$ cat src/rtl/demux4_router.sv
// demux4_router: routes one upstream word per cycle to one of four
// destinations, each with a single-entry holding register and a
// ready/valid handshake. Also counts accepted words since reset.
`timescale 1ns/1ps
module demux4_router #(
    parameter int WIDTH_DATA_LENGTH = 8
) (
    input  logic                         clk,
    input  logic                         rst,
    input  logic                         in_valid,
    output logic                         in_ready,
    input  logic [1:0]                   sel_port,
    input  logic [WIDTH_DATA_LENGTH-1:0] port_in,
    output logic [WIDTH_DATA_LENGTH-1:0] port_out_0,
    output logic [WIDTH_DATA_LENGTH-1:0] port_out_1,
    output logic [WIDTH_DATA_LENGTH-1:0] port_out_2,
    output logic [WIDTH_DATA_LENGTH-1:0] port_out_3,
    output logic                         out_valid_0,
    output logic                         out_valid_1,
    output logic                         out_valid_2,
    output logic                         out_valid_3,
    input  logic                         out_ready_0,
    input  logic                         out_ready_1,
    input  logic                         out_ready_2,
    input  logic                         out_ready_3,
    output logic [15:0]                  xfer_count
);

    typedef enum logic {
        EMPTY = 1'b0,
        FULL  = 1'b1
    } state_t;

    logic [3:0]                   out_ready_vec;
    logic [3:0]                   out_valid_vec;
    logic [WIDTH_DATA_LENGTH-1:0] data_vec [4];
    logic                         in_xfer;
    logic [15:0]                  xfer_count_reg;

    assign out_ready_vec = {out_ready_3, out_ready_2, out_ready_1, out_ready_0};

    // A FULL destination that is draining this cycle can take a new word on
    // the same edge; in_valid is deliberately not part of this term.
    assign in_ready = ~out_valid_vec[sel_port] | out_ready_vec[sel_port];
    assign in_xfer  = in_valid & in_ready;

    genvar gi;
    generate
        for (gi = 0; gi < 4; gi++) begin : gen_dest
            localparam logic [1:0] PORT_IDX = 2'(gi);

            state_t                       state_reg;
            logic [WIDTH_DATA_LENGTH-1:0] data_reg;
            logic                         load;

            assign load = in_xfer & (sel_port == PORT_IDX);

            // Per-destination holding register: load on input transfer,
            // release on output transfer, otherwise hold the word stable.
            always_ff @(posedge clk or posedge rst) begin
                if (rst) begin
                    state_reg <= EMPTY;
                    data_reg  <= '0;
                end else if (load) begin
                    state_reg <= FULL;
                    data_reg  <= port_in;
                end else if (state_reg == FULL && out_ready_vec[gi]) begin
                    state_reg <= EMPTY;
                end
            end

            assign out_valid_vec[gi] = (state_reg == FULL);
            assign data_vec[gi]      = data_reg;
        end
    endgenerate

    // Accepted-word counter; wraps silently at 16 bits.
    always_ff @(posedge clk or posedge rst) begin
        if (rst) begin
            xfer_count_reg <= '0;
        end else if (in_xfer) begin
            xfer_count_reg <= xfer_count_reg + 16'd1;
        end
    end

    assign xfer_count  = xfer_count_reg;
    assign out_valid_0 = out_valid_vec[0];
    assign out_valid_1 = out_valid_vec[1];
    assign out_valid_2 = out_valid_vec[2];
    assign out_valid_3 = out_valid_vec[3];
    assign port_out_0  = data_vec[0];
    assign port_out_1  = data_vec[1];
    assign port_out_2  = data_vec[2];
    assign port_out_3  = data_vec[3];

endmodule
$ cat config.mk
export PLATFORM = sky130hd
export DESIGN_NAME = demux4_router
export DESIGN_NICKNAME = d
export VERILOG_FILES = /design/src/rtl/demux4_router.sv
export SDC_FILE = /design/constraint.sdc
export NUM_CORES = 1
export LEC_CHECK = 0
export ABC_AREA = 1
export CAP_MARGIN = 20
export CORE_MARGIN = 2
export CORE_UTILIZATION = 25
export CTS_BUF_LIST = sky130_fd_sc_hd__clkbuf_4 sky130_fd_sc_hd__clkbuf_8
export DETAILED_ROUTE_END_ITERATION = 6
export PLACE_DENSITY_LB_ADDON = 0.05
export SLEW_MARGIN = 20
export SYNTH_ARGS = -nofsm -noshare
export SYNTH_HDL_FRONTEND = slang
export SYNTH_SLANG_ARGS = --single-unit
$ cat constraint.sdc
create_clock -name clk -period 4.76 [get_ports clk]
set_input_delay 0.952 -clock clk [delete_from_list [all_inputs] [get_ports clk]]
set_output_delay 0.952 -clock clk [all_outputs]
set_load 0.01 [all_outputs]
==> impl_metrics.toml, run 1 <==
[worst_setup_path]
cp_common_cell = "nand2_1"
required_ns = 3.81
r2r_start = "out_valid_3"
path_cells = "clkdlybuf4s50_1 -> inv_2 -> nand2_1 -> nand2_1 -> nand2_1 -> nand2_1 -> nand2_2 -> clkdlybuf4s50_1"
crit_arrival_ns = 2.67
startpoint_type = "input port"
timing.reg2reg.setup_slack_ns = 2.77
critPathSlowestCell = "clkdlybuf4s50_1"
critPathMaxFanout = 8
setup.worst_path.end_class = "primary output"
worstSetupPathType = "in2out"
rr_worst_depth = 11
r2r_end = "xfer_count[12]"
max_stage_delay_ns = 0.74

[detailed_routing]
routed_wl_um = 7454
drt_iter0_drc = 87
drc = 0
wire_per_inst_um = 14.39
first_pass_iters = 4
ant_nets = 0
vias = 2294
via_per_inst = 4.429

[clock_tree]
post-cts-setup-buffers = 0
cts_tree = "built"
cts_buffers = 5
clk_latency_ns = 0.31
path_clk_slew_ns = 0.10
htree_levels = 2
cts_resized = 0
cts_hold_buf = 0
cts_max_path_buffers = 2
clock-root-buffer = "clkbuf_8"
cts_sinks = 52

[timing]
worst_pin_slew_ns = 0.7330
setup_tns_ns = 0
slew_viol_final = 0
finalHoldViolations = 0
setup_viol = 0
fin_skew_ns = 0.009229
setup_slack_ns = 1.140
fmax_mhz = 276.3
fin_crit_sh_pct = 76.04
slew-limit-headroom_pct = 50.96
min_period_ns = 3.620
rsz0062_at_grt = "no"

[hold_path]
hold_class = "reg2reg"
holdPathEnd = "port_out_0[1]"
hold_start = "port_out_0[1]"
hold_depth = 2

[run]
maxCapViolations = 0

[logic_synthesis]
yosysTopAreaCellShare_pct = 50.68
ys_top_cells_by_area = "dfrtp_1 (51%), nand2_1 (21%), nand4_1 (8.8%), buf_6 (3.1%), xnor2_1 (2.7%)"
ys_ff_latch = 52
synth_ff_type = "dfrtp_1"
ys_seq_area_share_pct = 50.68
synth_warnings = 0
syn-cell-area_um2 = 2567
async_flop_share_pct = 100.0
synth.most_common_cell = "nand2_1"
ys_types = 19
avgSynthCellArea_um2 = 8.074
yosysTopAreaCell = "dfrtp_1"
synth_nets = 336
synth_commonest_cells = "nand2_1 (147), dfrtp_1 (52), nand4_1 (36), nor2_1 (18), inv_1 (15)"
synth_edf_count = 0
synthCells = 318

[cells_and_area]
nets = 403
post-route-util_pct = 34.77
drive_gt1_share_pct = 4.935
multi_input_comb_area_um2 = 1096
largest_reg_flops = 16
nFillCells = 1038
register_area_um2 = 1301
fin_area_um2 = 3430
area_growth_pct = 33.58
num_antenna_cells = 0

[floorplan]
die_area_um2 = 11100
dieWidth_um = 105.3
ios = 70
start_util_pct = 26.03
core_area_um2 = 9864
chipHeight_um = 105.3
rows = 36

[global_routing]
grt_pass1_wl_um = 12320
grt_pass1_vias = 2282
grt_max_degree = 39
antenna_found_initial = 0
grt-ovfl-total = 0
gr-usage-all-layers_pct = 13.85

[pwr]
powerDensity_nw_per_um2 = 356.6
leakage_nw = 1.580
power_mw = 1.223
max-vdd-ir-drop_mv = 0.1542

[placement]
place_area_um2 = 3348
gp_congestion = 0.7446
numPortBuffers = 69
dpl_worst_slack_ns = 1.148
dp_hpwl_um = 5295

[run_status]
status = "finished clean"
routing by layer:
metal	track usage, %	routed length (um)
met1	19.29	3520
met2	21.89	3528
met3	3.092	358
met4	3.143	46
met5	0	0
cells by family after synthesis:
logic type,Yosys count,synth area share (%)
simple gates,218,37.72
flops,52,50.68
buf+inv,30,6.627
compound gates,9,1.754
xor+xnor,8,2.729
fa+ha+maj,1,0.4873
power breakdown:
| part | internal [mW] | switching, mW | total (mW) |
|---|---|---|---|
| Clock | 0.100 | 0.155 | 0.255 |
| Sequential | 0.521 | 0.0696 | 0.590 |
| Combinational | 0.203 | 0.175 | 0.377 |
layout by cell type (no fill, tap or decap):
master and n:
xnor2_1 8, nand2_2 1, clkdlybuf4s50_1 69, inv_2 2
dfrtp_1 52, nand3_1 10, inv_1 14, nor2_1 18
clkinvlp_4 1, nor2_8 1, nand2_1 147, clkbuf_8 5
ha_1 1, nand4_1 36, clkinv_2 1, clkinv_1 1
o21ai_0 9, nand3b_1 1, buf_4 4, nand3_2 4
critical path: cells and delay by family:
kind | cells | cell delay [ns]
buffers and inverters | 3 | 1.38
and+or+nand+nor | 5 | 0.33
stage by stage:
stage	hold slack (ns)	instances
2_1_floorplan	0.5086	318
3_3_place_gp	0.4582	511
3_5_place_dp	0.4613	511
4_1_cts	0.4876	518
5_1_grt	0.5115	518
6_report	0.4790	518
layout make-up:
type | count | share of cell area, %
clock inverter | 2 | 0.3648
clock buffer | 5 | 2.007
inverter | 17 | 1.861
timing repair buffer | 73 | 21.01
sequential | 52 | 37.94
tap | 133 | 4.852
multi-input combinational | 236 | 31.96
worst max-delay path by stage:
stage	startpoint	to	slack [ns]	cells past startpoint
2_1_floorplan	sel_port[0]	in_ready	2.18	7
3_3_place_gp	sel_port[0]	in_ready	1.17	7
3_5_place_dp	sel_port[0]	in_ready	1.15	8
4_1_cts	sel_port[0]	in_ready	1.13	8
5_1_grt	sel_port[0]	in_ready	1.04	8
6_report	sel_port[0]	in_ready	1.14	8
No activity file was read; power rests on OpenSTA's default activity.
==> run 2, diff against run 1 <==
==> constraint.sdc (replaced) <==
create_clock -name clk -period 3.5 [get_ports clk]
set_input_delay 0.7 -clock clk [delete_from_list [all_inputs] [get_ports clk]]
set_output_delay 0.7 -clock clk [all_outputs]
set_load 0.01 [all_outputs]
==> run 2 against run 1 <==
Effect of this change: sequential share of layout area down 0.46 points; routed wire length grew 0.54%; sequential power rose by 36%; global-route usage is 0.10 points higher; first-iteration DRC count decreased by 32%; final area up 1.2%; critical path depth unchanged; via count is 2.1% higher; clock power up 45%; critical endpoint unchanged; largest power group unchanged; highest routed layer unchanged.
==> impl_metrics.toml, run 2 (synthesized netlist as in run 1, its figures left out) <==
[global_routing]
grt_pass1_wl_um = 12250
antenna_found_initial = 0
grt_pass1_vias = 2271
grt-ovfl-total = 0
grt_max_degree = 39
gr-usage-all-layers_pct = 13.95

[worst_setup_path]
required_ns = 2.80
cp_common_cell = "nand2_1"
setup.worst_path.end_class = "primary output"
crit_arrival_ns = 2.42
path_cells = "clkdlybuf4s50_1 -> inv_2 -> nand2_1 -> nand2_1 -> nand2_1 -> nand2_1 -> nand2_2 -> clkdlybuf4s50_1"
max_stage_delay_ns = 0.73
worstSetupPathType = "in2out"
critPathMaxFanout = 8
startpoint_type = "input port"
critPathSlowestCell = "clkdlybuf4s50_1"
r2r_start = "out_valid_3"
crit_start = "sel_port[0]"

[cells_and_area]
fin_area_um2 = 3472
nets = 407
layout.cells.most_common = "nand2_1"
drive_gt1_share_pct = 6.154
area_growth_pct = 35.23
multi_input_comb_area_um2 = 1096
nFillCells = 1016
register_area_um2 = 1301
most-common-layout-cells = "nand2_1 (147), clkdlybuf4s50_1 (69), dfrtp_1 (52), nand4_1 (36), nor2_1 (18)"
num_antenna_cells = 0
largest_reg_flops = 16

[floorplan]
core_area_um2 = 9864
dieWidth_um = 105.3
rows = 36
die_area_um2 = 11100
start_util_pct = 26.03
chipHeight_um = 105.3
ios = 70

[timing]
worst_pin_slew_ns = 0.5705
rsz0062_at_grt = "no"
setup_tns_ns = 0
finalHoldViolations = 0
slew_viol_final = 0
fmax_mhz = 320.9
fin_skew_ns = 0.01753
fin_crit_sh_pct = 89.04
slew-limit-headroom_pct = 61.84
min_period_ns = 3.116
setup_viol = 0

[clock_tree]
clk_latency_ns = 0.31
cts_tree = "built"
cts_sinks = 52
cts_buffers = 5
htree_levels = 2
post-cts-setup-buffers = 0
cts_hold_buf = 0
path_clk_slew_ns = 0.11
cts_max_path_buffers = 2
cts_resized = 0
clock-root-buffer = "clkbuf_8"

[pwr]
combPwrFrac_pct = 30.5
leakage_nw = 1.605
powerDensity_nw_per_um2 = 487.6
p_seq_share_pct = 47.5
p_int_mw = 1.133
clkPwrFrac_pct = 21.9
max-vdd-ir-drop_mv = 0.1971
p_sw_share_pct = 33.06
power_mw = 1.693
power.switching_uw = 559.7

[placement]
gp_congestion = 0.7765
place_area_um2 = 3378
numPortBuffers = 69
dp_hpwl_um = 5333

[detailed_routing]
wire_per_inst_um = 14.33
vias = 2343
drc = 0
routed_wl_um = 7494
via_per_inst = 4.480
ant_nets = 0
first_pass_iters = 4
drt_iter0_drc = 59

[run_status]
status = "finished clean"

[run]
maxCapViolations = 0

[hold_path]
hold_class = "reg2reg"
hold_start = "port_out_0[1]"
==> run 2: path summary, 6_finish.rpt <==
check	endpoint	slack, ns	cells past startpoint
setup / recovery	in_ready	0.38	8
hold / removal	port_out_0[1]	0.48	2
setup reg to reg	xfer_count[3]	1.70	10
hold reg to reg	port_out_0[1]	0.48	2
max in group asynchronous	port_out_1[0]	2.37	3
min in group asynchronous	port_out_2[5]	0.73	3
==> run 2: metrics by stage <==
step / setup slack (ns) / utilization (%) / cells / hold slack, ns
6_report: 0.3835 / 35.20 / 523 / 0.4826
5_1_grt: 0.2634 / 35.20 / 523 / 0.5077
4_1_cts: 0.3776 / 35.20 / 523 / 0.4910
3_5_place_dp: 0.3932 / 34.25 / 515 / 0.4626
3_3_place_gp: 0.4205 / 34.25 / 515 / 0.4594
2_1_floorplan: 1.423 / - / 318 / 0.5086
==> run 2: cell type report <==
| type | count | area share [%] |
|---|---|---|
| sequential | 52 | 37.48 |
| multi-input combinational | 236 | 31.57 |
| timing repair buffer | 77 | 21.62 |
| tap | 133 | 4.793 |
| clock buffer | 5 | 1.982 |
| inverter | 17 | 1.838 |
| clock inverter | 3 | 0.7207 |
==> run 2: power groups by stage <==
stage / combinational (mW) / clock, mW / sequential (mW)
after CTS: 0.527 / 0.393 / 0.807
after detailed placement: 0.525 / 0 / 0.817
after global placement: 0.520 / 0 / 0.821
final: 0.517 / 0.371 / 0.805
after global routing: 0.573 / 0.418 / 0.826
after floorplan: 0.190 / 0 / 0.850
==> run 2: metal layers <==
| metal | share of wire, % | wire length (um) | GRT usage [%] | vias to the layer above |
|---|---|---|---|---|
| li1 | - | - | - | 1175 |
| met1 | 48 | 3560 | 19.69 | 1098 |
| met2 | 47 | 3485 | 21.57 | 63 |
| met3 | 4.8 | 360 | 3.092 | 7 |
| met4 | 1.2 | 88 | 3.524 | 0 |
| met5 | 0 | 0 | 0 | - |
==> run 2: worst max-delay path: cells and delay by family <==
family / cells / cell delay [ns]
simple gates: 5 / 0.32
buf+inv: 3 / 1.39
